### src/rtl/uart_cmd_framer_if.sv
// uart_cmd_framer_if: byte-receive and command-delivery signals of the UART command framer.
//   rx_data/rx_rdy/clr_rx_rdy : byte handshake with the UART receiver
//   cmd/data/cmd_rdy/clr_cmd_rdy : validated command handshake with the consumer
//   cksum_err/timeout_err/overrun/err_cnt : error pulses and saturating error count
//   modport slave: the framer; modport master: the receiver/consumer side
interface uart_cmd_framer_if;
    logic [7:0]  rx_data;
    logic        rx_rdy;
    logic        clr_rx_rdy;
    logic [7:0]  cmd;
    logic [15:0] data;
    logic        cmd_rdy;
    logic        clr_cmd_rdy;
    logic        cksum_err;
    logic        timeout_err;
    logic        overrun;
    logic [7:0]  err_cnt;
    modport slave (
        input  rx_data, rx_rdy, clr_cmd_rdy,
        output clr_rx_rdy, cmd, data, cmd_rdy, cksum_err, timeout_err, overrun, err_cnt
    );
    modport master (
        output rx_data, rx_rdy, clr_cmd_rdy,
        input  clr_rx_rdy, cmd, data, cmd_rdy, cksum_err, timeout_err, overrun, err_cnt
    );
endinterface

### src/rtl/uart_cmd_framer.sv
// uart_cmd_framer: assembles SYNC,CMD,DATA_HI,DATA_LO[,CKSUM] byte frames into a validated command.
//   clk   : system clock
//   rst_n : asynchronous active-low reset
//   bus   : uart_cmd_framer_if.slave (receiver byte handshake, command output, error reporting)
//   Define UART_CMD_CKSUM_EN to add the trailing checksum byte (CMD+HI+LO+CK == 8'hFF mod 256).
module uart_cmd_framer #(
    parameter logic [7:0] SYNC_BYTE      = 8'hA5,
    parameter int         TIMEOUT_CYCLES = 1_000_000
) (
    input logic            clk,
    input logic            rst_n,
    uart_cmd_framer_if.slave bus
);
    localparam int TW = $clog2(TIMEOUT_CYCLES);
    localparam logic [TW-1:0] TLAST = TW'(TIMEOUT_CYCLES - 1);

`ifdef UART_CMD_CKSUM_EN
    typedef enum logic [2:0] {IDLE, GET_CMD, GET_HI, GET_LO, GET_CK} state_t;
`else
    typedef enum logic [2:0] {IDLE, GET_CMD, GET_HI, GET_LO} state_t;
`endif

    state_t        state, state_n;
    logic          lockout;
    logic [TW-1:0] tcnt;
    logic [7:0]    sh_cmd, sh_hi, lo_byte;
    logic          accept, commit, ck_fail, to_evt, ovr_evt;

    // one byte per rx_rdy assertion: lockout holds off re-accepting until rx_rdy is seen low
    assign accept  = bus.rx_rdy & ~lockout;
    assign ovr_evt = commit & bus.cmd_rdy & ~bus.clr_cmd_rdy;

`ifdef UART_CMD_CKSUM_EN
    logic [7:0] sh_lo, sum;
    assign lo_byte = sh_lo;
    assign sum     = sh_cmd + sh_hi + sh_lo + bus.rx_data;
`else
    assign lo_byte = bus.rx_data;
`endif

    always_comb begin
        state_n = state;
        commit  = 1'b0;
        ck_fail = 1'b0;
        to_evt  = 1'b0;
        if (accept) begin
            case (state)
                IDLE:    state_n = (bus.rx_data == SYNC_BYTE) ? GET_CMD : IDLE;
                GET_CMD: state_n = GET_HI;
                GET_HI:  state_n = GET_LO;
`ifdef UART_CMD_CKSUM_EN
                GET_LO:  state_n = GET_CK;
                GET_CK: begin
                    state_n = IDLE;
                    commit  = (sum == 8'hFF);
                    ck_fail = (sum != 8'hFF);
                end
`else
                GET_LO: begin
                    state_n = IDLE;
                    commit  = 1'b1;
                end
`endif
                default: state_n = IDLE;
            endcase
        end else if (state != IDLE && tcnt == TLAST) begin
            // an accepted byte on the expiry cycle wins, hence the else
            to_evt  = 1'b1;
            state_n = IDLE;
        end
    end

    always_ff @(posedge clk or negedge rst_n) begin
        if (!rst_n) begin
            state           <= IDLE;
            lockout         <= 1'b0;
            tcnt            <= '0;
            sh_cmd          <= '0;
            sh_hi           <= '0;
`ifdef UART_CMD_CKSUM_EN
            sh_lo           <= '0;
`endif
            bus.clr_rx_rdy  <= 1'b0;
            bus.cmd         <= '0;
            bus.data        <= '0;
            bus.cmd_rdy     <= 1'b0;
            bus.cksum_err   <= 1'b0;
            bus.timeout_err <= 1'b0;
            bus.overrun     <= 1'b0;
            bus.err_cnt     <= '0;
        end else begin
            state          <= state_n;
            lockout        <= bus.rx_rdy & (lockout | accept);
            bus.clr_rx_rdy <= accept;
            tcnt           <= (state_n == IDLE || accept) ? '0 : tcnt + 1'b1;
            if (accept && state == GET_CMD) sh_cmd <= bus.rx_data;
            if (accept && state == GET_HI)  sh_hi  <= bus.rx_data;
`ifdef UART_CMD_CKSUM_EN
            if (accept && state == GET_LO)  sh_lo  <= bus.rx_data;
`endif
            if (commit) begin
                bus.cmd  <= sh_cmd;
                bus.data <= {sh_hi, lo_byte};
            end
            bus.cmd_rdy     <= commit | (bus.cmd_rdy & ~bus.clr_cmd_rdy);
            bus.overrun     <= ovr_evt;
            bus.cksum_err   <= ck_fail;
            bus.timeout_err <= to_evt;
            if ((ck_fail | to_evt | ovr_evt) && bus.err_cnt != 8'hFF)
                bus.err_cnt <= bus.err_cnt + 1'b1;
        end
    end
endmodule

### src/flat_wrapper.sv
// flat-port wrapper written by rule: the top's interface ports become plain ports
module uart_cmd_framer_flat 
#(
    parameter logic [7:0] SYNC_BYTE      = 8'hA5,
    parameter int         TIMEOUT_CYCLES = 1_000_000
)
  (clk, rst_n, bus_rx_data, bus_rx_rdy, bus_clr_cmd_rdy, bus_clr_rx_rdy, bus_cmd, bus_data, bus_cmd_rdy, bus_cksum_err, bus_timeout_err, bus_overrun, bus_err_cnt);
  uart_cmd_framer_if bus_i ();
  input logic clk;
  input logic rst_n;
  input wire logic [$bits(bus_i.rx_data)-1:0] bus_rx_data;
  input wire logic [$bits(bus_i.rx_rdy)-1:0] bus_rx_rdy;
  input wire logic [$bits(bus_i.clr_cmd_rdy)-1:0] bus_clr_cmd_rdy;
  output wire logic [$bits(bus_i.clr_rx_rdy)-1:0] bus_clr_rx_rdy;
  output wire logic [$bits(bus_i.cmd)-1:0] bus_cmd;
  output wire logic [$bits(bus_i.data)-1:0] bus_data;
  output wire logic [$bits(bus_i.cmd_rdy)-1:0] bus_cmd_rdy;
  output wire logic [$bits(bus_i.cksum_err)-1:0] bus_cksum_err;
  output wire logic [$bits(bus_i.timeout_err)-1:0] bus_timeout_err;
  output wire logic [$bits(bus_i.overrun)-1:0] bus_overrun;
  output wire logic [$bits(bus_i.err_cnt)-1:0] bus_err_cnt;
  assign bus_i.rx_data = bus_rx_data;
  assign bus_i.rx_rdy = bus_rx_rdy;
  assign bus_i.clr_cmd_rdy = bus_clr_cmd_rdy;
  assign bus_clr_rx_rdy = bus_i.clr_rx_rdy;
  assign bus_cmd = bus_i.cmd;
  assign bus_data = bus_i.data;
  assign bus_cmd_rdy = bus_i.cmd_rdy;
  assign bus_cksum_err = bus_i.cksum_err;
  assign bus_timeout_err = bus_i.timeout_err;
  assign bus_overrun = bus_i.overrun;
  assign bus_err_cnt = bus_i.err_cnt;
  uart_cmd_framer #(.SYNC_BYTE(SYNC_BYTE), .TIMEOUT_CYCLES(TIMEOUT_CYCLES)) u_core (.clk(clk), .rst_n(rst_n), .bus(bus_i));
endmodule
### config.mk
export PLATFORM = sky130hd
export DESIGN_NAME = uart_cmd_framer_flat
export DESIGN_NICKNAME = d
export VERILOG_FILES = /design/src/rtl/uart_cmd_framer_if.sv /design/src/rtl/uart_cmd_framer.sv /design/src/flat_wrapper.sv
export SDC_FILE = /design/constraint.sdc
export NUM_CORES = 1
export LEC_CHECK = 0
export ABC_CLOCK_PERIOD_IN_PS = 3500
export CAP_MARGIN = 5
export CORE_MARGIN = 3
export CORE_UTILIZATION = 40
export CTS_CLUSTER_SIZE = 10
export DETAILED_ROUTE_END_ITERATION = 6
export HOLD_SLACK_MARGIN = 0.15
export SYNTH_ARGS = -nofsm -noshare
export SYNTH_HDL_FRONTEND = slang
export SYNTH_SLANG_ARGS = --single-unit
### constraint.sdc
create_clock -name clk -period 3.5 [get_ports clk]
set_input_delay 0.7 -clock clk [delete_from_list [all_inputs] [get_ports clk]]
set_output_delay 0.7 -clock clk [all_outputs]
set_load 0.02 [all_outputs]
==> impl_metrics.csv <==
group,metric,value,unit
global_routing,antenna_found_initial,0,
critical_path,worst_ep_arrival_time,2.42,ns
floorplan,die_h,96.0,um
sta,tns,0,ns
critical_path,worstPathRequired,3.72,ns
critical_path,start_kind,"primary input",
hold_path,holdCritPathClass,"primary input to async pin",
route,wl,5790,um
place,dpl_worst_slack,0.945,ns
place,dp_hpwl,3890,um
sta,drv_slew,0,
global_routing,grt_usage,13.8,%
status,status,"finished clean",
critical_path,reg2reg_to,"u_core.bus.err_cnt[5]",
global_routing,grt_start_max_net_pins,77,
final_layout,nets,317,
clocking,post_cts_resized,0,
sta,relSlewSlack,36.6,%
place,portBuffers,47,
power,sequentialPowerShare,51.0,%
yosys,synth_enable_flop_cells,0,
sta,setup_viol,0,
clocking,cts_num_sinks,76,
yosys,yosys_warnings,0,
clocking,cts_made_buffers,9,
yosys,ys_async_sr_fraction,100,%
yosys,syn-instance-count,253,
route,drt-initial-drc-count,42,
power,power_density,479,mW/mm^2
critical_path,r2r-start,"u_core.tcnt[0]",
critical_path,path_max_fanout,9,
clocking,ctsLongestPathBuffers,2,
floorplan,io_pins,49,
final_layout,seq_area,0.00190,sq mm
clocking,clk_pin_slew,0.07,ns
final_layout,final_cell_mix,"dfrtp_1 (76), clkdlybuf4s50_1 (46), mux2_2 (44)",
yosys,synth_fp_nets,267,
final_layout,num-fill-cells,709,
final_layout,synthToLayoutAreaGrowth,24.6,%
power,ir_drop,0.284,mV
yosys,synth_area,0.00324,sq mm
yosys,ys_seq_area_share,58.7,%
sta,worstMarginPinSlew,0.951,ns
critical_path,rrSetupSlack,1.47,ns
final_layout,drive_gt1_share,22.5,%
power,leakage,1.82,nW
floorplan,die_x,96.0,um
power,combPwrFrac,8.1,%
power,power.net_switching,0.000419,W
clocking,cts_tree,"done",
critical_path,crit_path_max_incr_delay,0.62,ns
power,p_sw_share,21.7,%
sta,finalCritPeriodShare,62.6,%
critical_path,crit_type,"primary input to flip-flop",
yosys,ys.flop_type,"dfrtp_1",
final_layout,antenna-diode-count,0,
clocking,cts_root_buffer,"clkbuf_8",
route,drtAntennaViolNets,0,
job,maxCapViolCount,0,
floorplan,core-area,0.00781,sq mm
route,firstDrtPassIters,4,
global_routing,grt_overflow,0,
power,internal_power,0.00151,W
power,p_clk_share,40.9,%
sta,hold_viol_final,0,
critical_path,crit_chain,"clkdlybuf4s50_1 -> nand4bb_1 -> nor2_1 -> mux2_2",
sta,fin_skew,0.00727,ns
critical_path,endpoint_kind,"flip-flop",
route,wl_per_cell,14.2,um
sta,worst_slack,1.31,ns
floorplan,start_util,41.5,%
critical_path,reg2reg_depth,6,
sta,rsz0062_at_grt,"no",
critical_path,critical-path-slowest-cell,"nor2_1",
clocking,post_cts_buffers,0,
sta,min_period,2.19,ns
clocking,clock_latency,0.34,ns
clocking,htree_levels,3,
yosys,ys_ff_latch,76,
sta,maxClockFrequency,457,MHz
yosys,synth.avg_cell_area,12.8,sq um
global_routing,grt_pass1_vias,1997,
route,drc,0,
floorplan,die_area,0.00921,sq mm
place,place_congestion,0.796,
global_routing,grt_pass1_wl,9620,um
yosys,yosysUniqueCellTypes,43,
floorplan,rows,32,
final_layout,layout_commonest_cell,"dfrtp_1",
final_layout,multi_input_area,0.00128,sq mm
route,via_per_inst,4.92,
route,vias,2011,
clocking,cts_hold_buf,0,
-- worst max-delay path: cells and delay by family --
family                 cells  cell delay (ns)
multiplexers               1             0.41
buffers and inverters      1             0.50
AND/OR/NAND/NOR            2             0.81
-- how the worst max path moves through the flow --
stage,startpoint,endpoint,slack (ns),cells after the start
CTS,bus_rx_rdy,u_core.sh_cmd[5],1.29,4
global route,bus_rx_rdy,u_core.sh_cmd[6],1.18,4
floorplan,bus_rx_rdy,u_core.bus.cmd[1],1.58,5
finish,bus_rx_rdy,u_core.sh_cmd[3],1.31,4
detailed placement,bus_rx_rdy,u_core.sh_cmd[4],0.94,4
global placement,bus_rx_rdy,u_core.sh_cmd[7],0.96,4
-- cell usage after synthesis (2+ instances only) --
library cell / count / area, sq um
nor4b_1: 2 / 17.5
nand2b_1: 4 / 25.0
nand4_1: 6 / 37.5
and3_1: 2 / 12.5
dfrtp_1: 76 / 1900
nor2_1: 27 / 101
ha_1: 2 / 25.0
nand3_1: 6 / 30.0
mux2_2: 44 / 495
nand2_1: 11 / 41.3
clkbuf_1: 4 / 15.0
o21ai_0: 4 / 20.0
inv_1: 6 / 22.5
o2111ai_1: 2 / 17.5
xnor2_1: 8 / 70.1
mux2_1: 2 / 22.5
buf_2: 3 / 15.0
nor4bb_1: 2 / 20.0
or2_2: 4 / 25.0
and4_1: 3 / 26.3
and2_1: 3 / 18.8
xor2_1: 11 / 96.3
-- cell type report --
type                    instances  area share, %
clock buffers                  10           3.41
clock inverters                 5           2.48
inverters                       6          0.558
multi-input cells             163           31.6
flip-flops and latches         76           47.1
well taps                     102           3.16
repair buffers                 47           11.6
-- state kept, by name, indices dropped and copies added, names as in the netlist --
register                flops
u_core.bus.overrun          1
u_core.tcnt                20
u_core.sh_hi                8
u_core.bus.cmd              8
u_core.bus.data            16
u_core.state                3
u_core.sh_cmd               8
u_core.bus.err_cnt          8
u_core.bus.cmd_rdy          1
u_core.bus.clr_rx_rdy       1
u_core.lockout              1
u_core.bus.timeout_err      1
-- per-stage QoR --
stage               hold slack, ns  cells  instance area, sq um  util [%]  power (W)
detailed placement           0.484    394                  3800      48.6    0.00116
finish                       0.479    409                  4030      51.7    0.00193
global route                 0.511    409                  4030      51.7    0.00202
floorplan                    0.404    253                  3240         -    0.00109
CTS                          0.494    409                  4030      51.7    0.00196
global placement             0.473    394                  3800      48.6    0.00116
-- layer usage --
| metal | vias to the layer above | global-route usage [%] | wire length [um] |
|---|---|---|---|
| met5 | - | 0 | 0 |
| met4 | 0 | 3.55 | 53 |
| met3 | 4 | 5.16 | 237 |
| met2 | 31 | 20.3 | 2660 |
| met1 | 996 | 19.1 | 2840 |
| li1 | 980 | - | - |
-- power groups by stage --
stage,sequential [W],clock (W),combinational (W)
final,0.000986,0.000789,0.000157
after global routing,0.000996,0.000852,0.000176
after detailed placement,0.00100,0,0.000159
after floorplan,0.000995,0,0.0000996
after CTS,0.000986,0.000816,0.000161
after global placement,0.00100,0,0.000157
-- kinds of logic after synthesis --
kind of cell	count (synthesis)	synth area share [%]
buffers and inverters	14	1.85
adders and majority gates	2	0.773
xor gates and xnor gates	19	5.14
other	1	0.116
AOI/OAI and AO/OA	14	2.98
muxes	46	16.0
DFF	76	58.7
and+or+nand+nor	81	14.4
No activity file was read; power rests on OpenSTA's default activity.
